### src/rtl/main_decode_pipe.sv
// RV32 main-control decoder feeding a 1- or 2-stage valid/ready pipeline with
// stall, flush and a saturating count of accepted illegal instructions.
module main_decode_pipe #(
  parameter int LATENCY  = 1,
  parameter bit ENABLE_U = 1'b1,
  parameter int CNT_W    = 8
) (
  input  logic             clk,
  input  logic             rst,
  input  logic             in_valid,
  output logic             in_ready,
  input  logic [31:0]      instr,
  input  logic             stall,
  input  logic             flush,
  output logic             out_valid,
  input  logic             out_ready,
  output logic             regWrite,
  output logic             memWrite,
  output logic             aluSrc,
  output logic             aluASrcPc,
  output logic [2:0]       immSrc,
  output logic [1:0]       resultSrc,
  output logic             Branch,
  output logic             jumpSrc,
  output logic             jalrSrc,
  output logic [1:0]       aluOp,
  output logic [2:0]       sizeSrc,
  output logic             illegal,
  output logic [CNT_W-1:0] illegal_count
);

  localparam int LAST = LATENCY - 1;

  localparam logic [6:0] OP_LOAD   = 7'b0000011;
  localparam logic [6:0] OP_IMM    = 7'b0010011;
  localparam logic [6:0] OP_AUIPC  = 7'b0010111;
  localparam logic [6:0] OP_STORE  = 7'b0100011;
  localparam logic [6:0] OP_REG    = 7'b0110011;
  localparam logic [6:0] OP_LUI    = 7'b0110111;
  localparam logic [6:0] OP_BRANCH = 7'b1100011;
  localparam logic [6:0] OP_JALR   = 7'b1100111;
  localparam logic [6:0] OP_JAL    = 7'b1101111;

  typedef struct packed {
    logic       reg_write;
    logic       mem_write;
    logic       alu_src;
    logic       alu_a_src_pc;
    logic [2:0] imm_src;
    logic [1:0] result_src;
    logic       branch;
    logic       jump_src;
    logic       jalr_src;
    logic [1:0] alu_op;
    logic [2:0] size_src;
    logic       illegal;
  } ctrl_t;

  logic [6:0] op;
  logic [2:0] funct3;
  logic       unused_instr;

  assign op           = instr[6:0];
  assign funct3       = instr[14:12];
  assign unused_instr = ^{instr[31:15], instr[11:7]};

  ctrl_t dec;
  logic  legal;

  always_comb begin
    // NOTE: every output of this block gets a default first, so no path can infer a latch.
    dec   = '0;
    legal = 1'b1;
    case (op)
      OP_JAL: begin
        dec.reg_write  = 1'b1;
        dec.alu_src    = 1'b1;
        dec.result_src = 2'b10;
        dec.jump_src   = 1'b1;
        dec.imm_src    = 3'b011;
      end
      OP_JALR: begin
        dec.reg_write  = 1'b1;
        dec.alu_src    = 1'b1;
        dec.result_src = 2'b10;
        dec.jump_src   = 1'b1;
        dec.jalr_src   = 1'b1;
        legal          = (funct3 == 3'b000);
      end
      OP_BRANCH: begin
        dec.branch  = 1'b1;
        dec.imm_src = 3'b010;
        dec.alu_op  = 2'b01;
        legal       = (funct3[2:1] != 2'b01);
      end
      OP_LOAD: begin
        dec.reg_write  = 1'b1;
        dec.alu_src    = 1'b1;
        dec.result_src = 2'b01;
        dec.size_src   = funct3;
        legal          = !(funct3 == 3'b011 || funct3[2:1] == 2'b11);
      end
      OP_STORE: begin
        dec.mem_write = 1'b1;
        dec.alu_src   = 1'b1;
        dec.imm_src   = 3'b001;
        dec.size_src  = funct3;
        legal         = (funct3 <= 3'b010);
      end
      OP_IMM: begin
        dec.reg_write = 1'b1;
        dec.alu_src   = 1'b1;
        dec.alu_op    = 2'b10;
      end
      OP_REG: begin
        dec.reg_write = 1'b1;
        dec.alu_op    = 2'b10;
      end
      OP_LUI: begin
        dec.reg_write  = 1'b1;
        dec.imm_src    = 3'b100;
        dec.result_src = 2'b11;
        legal          = ENABLE_U;
      end
      OP_AUIPC: begin
        dec.reg_write    = 1'b1;
        dec.alu_src      = 1'b1;
        dec.alu_a_src_pc = 1'b1;
        dec.imm_src      = 3'b100;
        legal            = ENABLE_U;
      end
      default: legal = 1'b0;
    endcase
    // An illegal instruction carries only the illegal flag downstream.
    if (!legal) begin
      dec         = '0;
      dec.illegal = 1'b1;
    end
  end

  logic [LATENCY-1:0] valid;
  logic [LATENCY-1:0] adv;
  logic [LATENCY-1:0] load;
  ctrl_t              data [LATENCY];
  logic               accept;

  // Advance is resolved from the output end backwards so a full pipe can
  // still move every cycle while the consumer is taking data.
  always_comb begin
    adv       = '0;
    adv[LAST] = valid[LAST] && out_ready && !stall;
    for (int i = LAST - 1; i >= 0; i--) begin
      adv[i] = valid[i] && !stall && (!valid[i+1] || adv[i+1]);
    end
  end

  assign in_ready = !stall && !flush && (!valid[0] || adv[0]);
  assign accept   = in_valid && in_ready;

  always_comb begin
    load    = '0;
    load[0] = accept;
    for (int i = 1; i < LATENCY; i++) begin
      load[i] = adv[i-1];
    end
  end

  always_ff @(posedge clk or posedge rst) begin
    if (rst) begin
      valid <= '0;
    end else if (flush) begin
      valid <= '0;
    end else begin
      valid <= load | (valid & ~adv);
    end
  end

  // NOTE: payload registers carry no reset; they are only observed through a valid bit, which is reset.
  always_ff @(posedge clk) begin
    if (load[0]) data[0] <= dec;
    for (int i = 1; i < LATENCY; i++) begin
      if (load[i]) data[i] <= data[i-1];
    end
  end

  always_ff @(posedge clk or posedge rst) begin
    if (rst) begin
      illegal_count <= '0;
    end else if (accept && dec.illegal && illegal_count != {CNT_W{1'b1}}) begin
      illegal_count <= illegal_count + 1'b1;
    end
  end

  ctrl_t out_ctrl;

  assign out_valid = valid[LAST];
  assign out_ctrl  = valid[LAST] ? data[LAST] : '0;

  assign regWrite  = out_ctrl.reg_write;
  assign memWrite  = out_ctrl.mem_write;
  assign aluSrc    = out_ctrl.alu_src;
  assign aluASrcPc = out_ctrl.alu_a_src_pc;
  assign immSrc    = out_ctrl.imm_src;
  assign resultSrc = out_ctrl.result_src;
  assign Branch    = out_ctrl.branch;
  assign jumpSrc   = out_ctrl.jump_src;
  assign jalrSrc   = out_ctrl.jalr_src;
  assign aluOp     = out_ctrl.alu_op;
  assign sizeSrc   = out_ctrl.size_src;
  assign illegal   = out_ctrl.illegal;

endmodule

### config.mk
export PLATFORM = sky130hd
export DESIGN_NAME = main_decode_pipe
export DESIGN_NICKNAME = d
export VERILOG_FILES = /design/src/rtl/main_decode_pipe.sv
export SDC_FILE = /design/constraint.sdc
export NUM_CORES = 1
export LEC_CHECK = 0
export ABC_AREA = 1
export CAP_MARGIN = 20
export CORE_UTILIZATION = 43
export CTS_CLUSTER_SIZE = 28
export DETAILED_ROUTE_END_ITERATION = 10
export PLACE_DENSITY = 0.91
export SYNTH_ARGS = -nofsm -noshare
export SYNTH_HDL_FRONTEND = slang
export SYNTH_SLANG_ARGS = --single-unit
### constraint.sdc
create_clock -name clk -period 1.7 [get_ports clk]
set_clock_uncertainty 0.05 [all_clocks]
set_input_delay 0.34 -clock clk [delete_from_list [all_inputs] [get_ports clk]]
set_output_delay 0.34 -clock clk [all_outputs]
set_load 0.02 [all_outputs]
Word-level counts from Yosys, hierarchy flattened

Memory sizes are Yosys's and may differ from the RTL's.
Cells that the tools add are included.

$add $sub $neg: 1
Equality and inequality tests: 13
Muxes and demuxes: 17
$lt $le $gt $ge: 1
Reductions and logical operators: 21
Bitwise logic cells: 3

Operator list:

| cell                  | count |
|---|---|
| $mux W18              | 2 |
| $eq A7 B6 Y1 const B  | 3 |
| $eq A7 B7 Y1 const B  | 3 |
| $eq A7 B5 Y1 const B  | 2 |
| $pmux W3 S4           | 1 |
| $mux W1               | 10 |
| $add A8 B1 Y8 const B | 1 |
| $ne A8 B8 Y1 const B  | 1 |
| $reduce_or A2 Y1      | 4 |
| $eq A7 B2 Y1 const B  | 1 |
| $logic_and A1 B1 Y1   | 7 |
| $reduce_or A7 Y1      | 1 |
| $pmux W2 S3           | 1 |
| $reduce_or A6 Y1      | 1 |
| $pmux W1 S5           | 1 |
| $reduce_or A5 Y1      | 1 |
| $logic_not A1 Y1      | 4 |
| $pmux W2 S2           | 1 |
| $eq A3 B2 Y1 const B  | 1 |
| $le A3 B2 Y1 const B  | 1 |
| $logic_not A3 Y1      | 1 |
| $mux W3               | 1 |
| $eq A2 B2 Y1 const B  | 1 |
| $logic_or A1 B1 Y1    | 2 |
| other kinds (4)       | 4 |

Register bits: 9
Logic and storage cells: 59
Bits in writable memories: 18
Memories kept: 1
Output and inout bits: 28
Bits of input ports: 38

Memories:

| name | words | width | read ports | clocked after memory_dff | write ports | RTL line | text |
|---|---|---|---|---|---|---|---|
| data | 1     | 18    | 1          | 0                        | 1           | 144      | `ctrl_t data [LATENCY];` |

Depth between registers and ports, before layout

Depth in word-level cells: 7
Depth in mapped cells: 12
Depth with buffers taken out: 12

Worst setup path before layout

OpenSTA, ideal clock, no wires.

Kind: reg-to-output
Start point: register valid (netlist: out_valid)
End point: output aluOp[0]
Arrival: 1.311 ns
Required time: 1.310 ns
Cell stages (with the launch flop): 6
Path buffers: 3
Path slack: -0.001 ns
Cells stage by stage: dfrtp_1 buf_2 clkbuf_1 nand2_1 inv_1 buf_4

Word-level cells in the longest chain between the ends: 1

RTL lines:

| item                   | RTL line | text |
|---|---|---|
| start, declared        | 141      | `logic [LATENCY-1:0] valid;` |
| start signal, assigned | 174      | `valid <= load \| (valid & ~adv);` |
| $mux W18               | 197      | `assign out_ctrl = valid[LAST] ? data[LAST] : '0;` |
| end, declared          | 26       | `output logic [1:0] aluOp,` |

No other way between the ends.

==> results.sh <==
export IMPL_status="complete, no violations"
export IMPL_cts_tree="yes"
export IMPL_initial_core_util_pct=46.3
export IMPL_vias=1553
export IMPL_ir_drop_v=0.000321
export IMPL_die_w_um=62.9
export IMPL_instances_no_fill=322
export IMPL_rrSetupSlack_ns=0.10
export IMPL_place_worst_setup_slack_ns=-0.428
export IMPL_io_buffers=43
export IMPL_final_common_cell="nand2_1"
export IMPL_dieArea_mm2=0.00395
export IMPL_cp_arrival_ns=1.78
export IMPL_cts_hold_buf=0
export IMPL_crit_path_end_kind="flip-flop"
export IMPL_grt_pass1_wl_um=6140
export IMPL_critPathKind="input pin to flip-flop"
export IMPL_p_sw_w=0.000467
export IMPL_hp_class="input pin to async pin"
export IMPL_cts_root_buf="clkbuf_8"
export IMPL_antenna_found_initial=0
export IMPL_syn_avg_cell_area_um2=7.92
export IMPL_synth_seq_area_share_pct=46.2
export IMPL_final_cell_mix="nand2_1 (58), inv_1 (40), buf_4 (28), edfxtp_1 (17), nor2_1 (16)"
export IMPL_grt_max_degree=18
export IMPL_drt_antenna_violating_nets=0
export IMPL_crit_buf_inv=3
export IMPL_core_area_mm2=0.00344
export IMPL_leakagePower_nw=1.42
export IMPL_grtUsageTotal_pct=19.1
export IMPL_antenna_cells=0
export IMPL_synth_seq_cells=26
export IMPL_clock_latency_ns=0.27
export IMPL_pin_count=66
export IMPL_syn_area_mm2=0.00159
export IMPL_nets=316
export IMPL_yosysUniqueCellTypes=26
export IMPL_critical_path_max_stage_delay_ns=0.50
export IMPL_postLayoutCoreUtil_pct=68.6
export IMPL_numCtsBuffers=3
export IMPL_h_tree_depth=1
export IMPL_design_area_mm2=0.00236
export IMPL_rows=21
export IMPL_synthCells=201
export IMPL_drtIter0Drc=74
export IMPL_worstMarginPinSlew_ns=0.350
export IMPL_clkPwrFrac_pct=22.8
export IMPL_switching_share_pct=30.6
export IMPL_top_usage_layer="met2"
export IMPL_drt_total_wl_um=3890
export IMPL_power_density_mw_per_mm2=646
export IMPL_clock_sinks=26
export IMPL_synth_nets=240
export IMPL_placedCellCount=315
export IMPL_slew_headroom_pct=76.7
export IMPL_grt_overflow=0
export IMPL_syn2layout_area_growth_pct=48.3
export IMPL_clock_path_buffers=2
export IMPL_pwr_share_comb_pct=26.9
export IMPL_max_cap_violations=0
export IMPL_path_max_fanout=5
export IMPL_slowest_stage="clkdlybuf4s50_1"
export IMPL_use_met2_pct=35.1
export IMPL_intPower_w=0.00106
export IMPL_avgRoutedWirePerCell_um=12.1
export IMPL_drive_gt1_share_pct=28.3
export IMPL_post_drt_via_cell_ratio=4.82
export IMPL_start_kind="input pin"
export IMPL_grt_pass1_vias=1486
export IMPL_cpLargestDelayFamily="buffers and inverters"
export IMPL_setup_viol=0
export IMPL_use_met3_pct=2.74
export IMPL_dieHeight_um=62.9
export IMPL_global_route_usage_met1_pct=21.7
export IMPL_period_share_pct=95.6
export IMPL_setup_slack_ns=0.0741
export IMPL_dpl_hpwl_um=2680
export IMPL_maxSlewViolCount=0
export IMPL_seqPwrFrac_pct=50.3
export IMPL_drc=0
export IMPL_clk_pin_slew_ns=0.09
export IMPL_cp_required_ns=1.86
export IMPL_path_cells="clkdlybuf4s50_1, a21oi_1, nand3_2, nand2_2, buf_4, nor3_4, buf_6, nand4_1, nand2_1"
export IMPL_dr_pass1_iters=4
export IMPL_gp_congestion=0.893
export IMPL_placed_area_mm2=0.00229
export IMPL_ys_warn_count=0
export IMPL_fin_crit_ns=1.63
export IMPL_final_hold_violation_count=0
export IMPL_max_freq_mhz=615
state kept, by name, indices dropped and copies added (netlist names):
signal,count
out_valid,1
illegal_count,8
data,17
per-layer routing:
metal,up-vias,part of all wire [%]
met5,-,0
met4,0,2.6
met3,10,4.9
met2,63,54
met1,715,39
li1,765,-
power groups by stage:
stage                     clock network, W  registers, W  logic [W]
after floorplan                          0      0.000819   0.000160
after global placement                   0      0.000776   0.000394
after detailed placement                 0      0.000778   0.000405
after CTS                         0.000347      0.000768   0.000393
after global routing              0.000371      0.000773   0.000440
final                             0.000347      0.000768   0.000410
through the flow:
step                total power (W)  setup TNS, ns  hold WS, ns
floorplan                  0.000979              0        0.118
detailed placement          0.00118          -8.71        0.478
global route                0.00158        -0.0315        0.314
CTS                         0.00151              0        0.301
finish                      0.00153              0        0.281
global placement            0.00117          -7.50        0.473
layout make-up:
class | instances | area [um^2]
well taps | 46 | 57.6
multi-input cells | 125 | 693
repair buffers | 75 | 658
fillers | 271 | 1080
inverters | 46 | 173
flip-flops and latches | 26 | 736
clock inverters | 1 | 3.75
clock buffers | 3 | 41.3
final timing paths:
path	startpoint	end	cells after the start
worst max-delay path	instr[12]	illegal_count[3]$_DFFE_PP0P_	9
worst min-delay path	rst	illegal_count[3]$_DFFE_PP0P_	2
worst max register to register	illegal_count[0]$_DFFE_PP0P_	illegal_count[7]$_DFFE_PP0P_	9
worst min register to register	illegal_count[7]$_DFFE_PP0P_	illegal_count[7]$_DFFE_PP0P_	2
max in group asynchronous	rst	illegal_count[0]$_DFFE_PP0P_	2
min in group clk	flush	out_valid$_DFF_PP0_	3
cell usage after synthesis (all sizes together):
master	number	area share (%)
nor3	4	2.0
nor2	22	6.9
xor2	4	2.2
inv	46	11
edfxtp	17	32
nand4	11	4.7
buf	3	1.3
o21bai	1	0.47
a21boi	1	0.71
nor4	1	1.3
a21oi	2	0.63
ha	1	0.79
o21ai	3	0.94
dfrtp	9	14
nand2	67	17
nand3	8	3.5
clkbuf	1	0.24
cells by family (layout without fill, tap and decap cells):
logic type	after synthesis	count (layout)	share of synthesized area, %
flip-flops	26	26	46.2
buffers and inverters	50	125	12.3
AO/OA/AOI/OAI	7	7	2.75
AND/OR/NAND/NOR	113	113	35.7
XOR/XNOR	4	4	2.20
adder cells (fa/ha/maj)	1	1	0.785
what timing repair did:
item / CTS / global route
buffers inserted: 0 / 2
pin swaps: 5 / 4
gates cloned: 1 / 0
setup endpoints to repair: 36 / 42
resized for setup: 47 / 38
(Power assumes the default switching activity.)
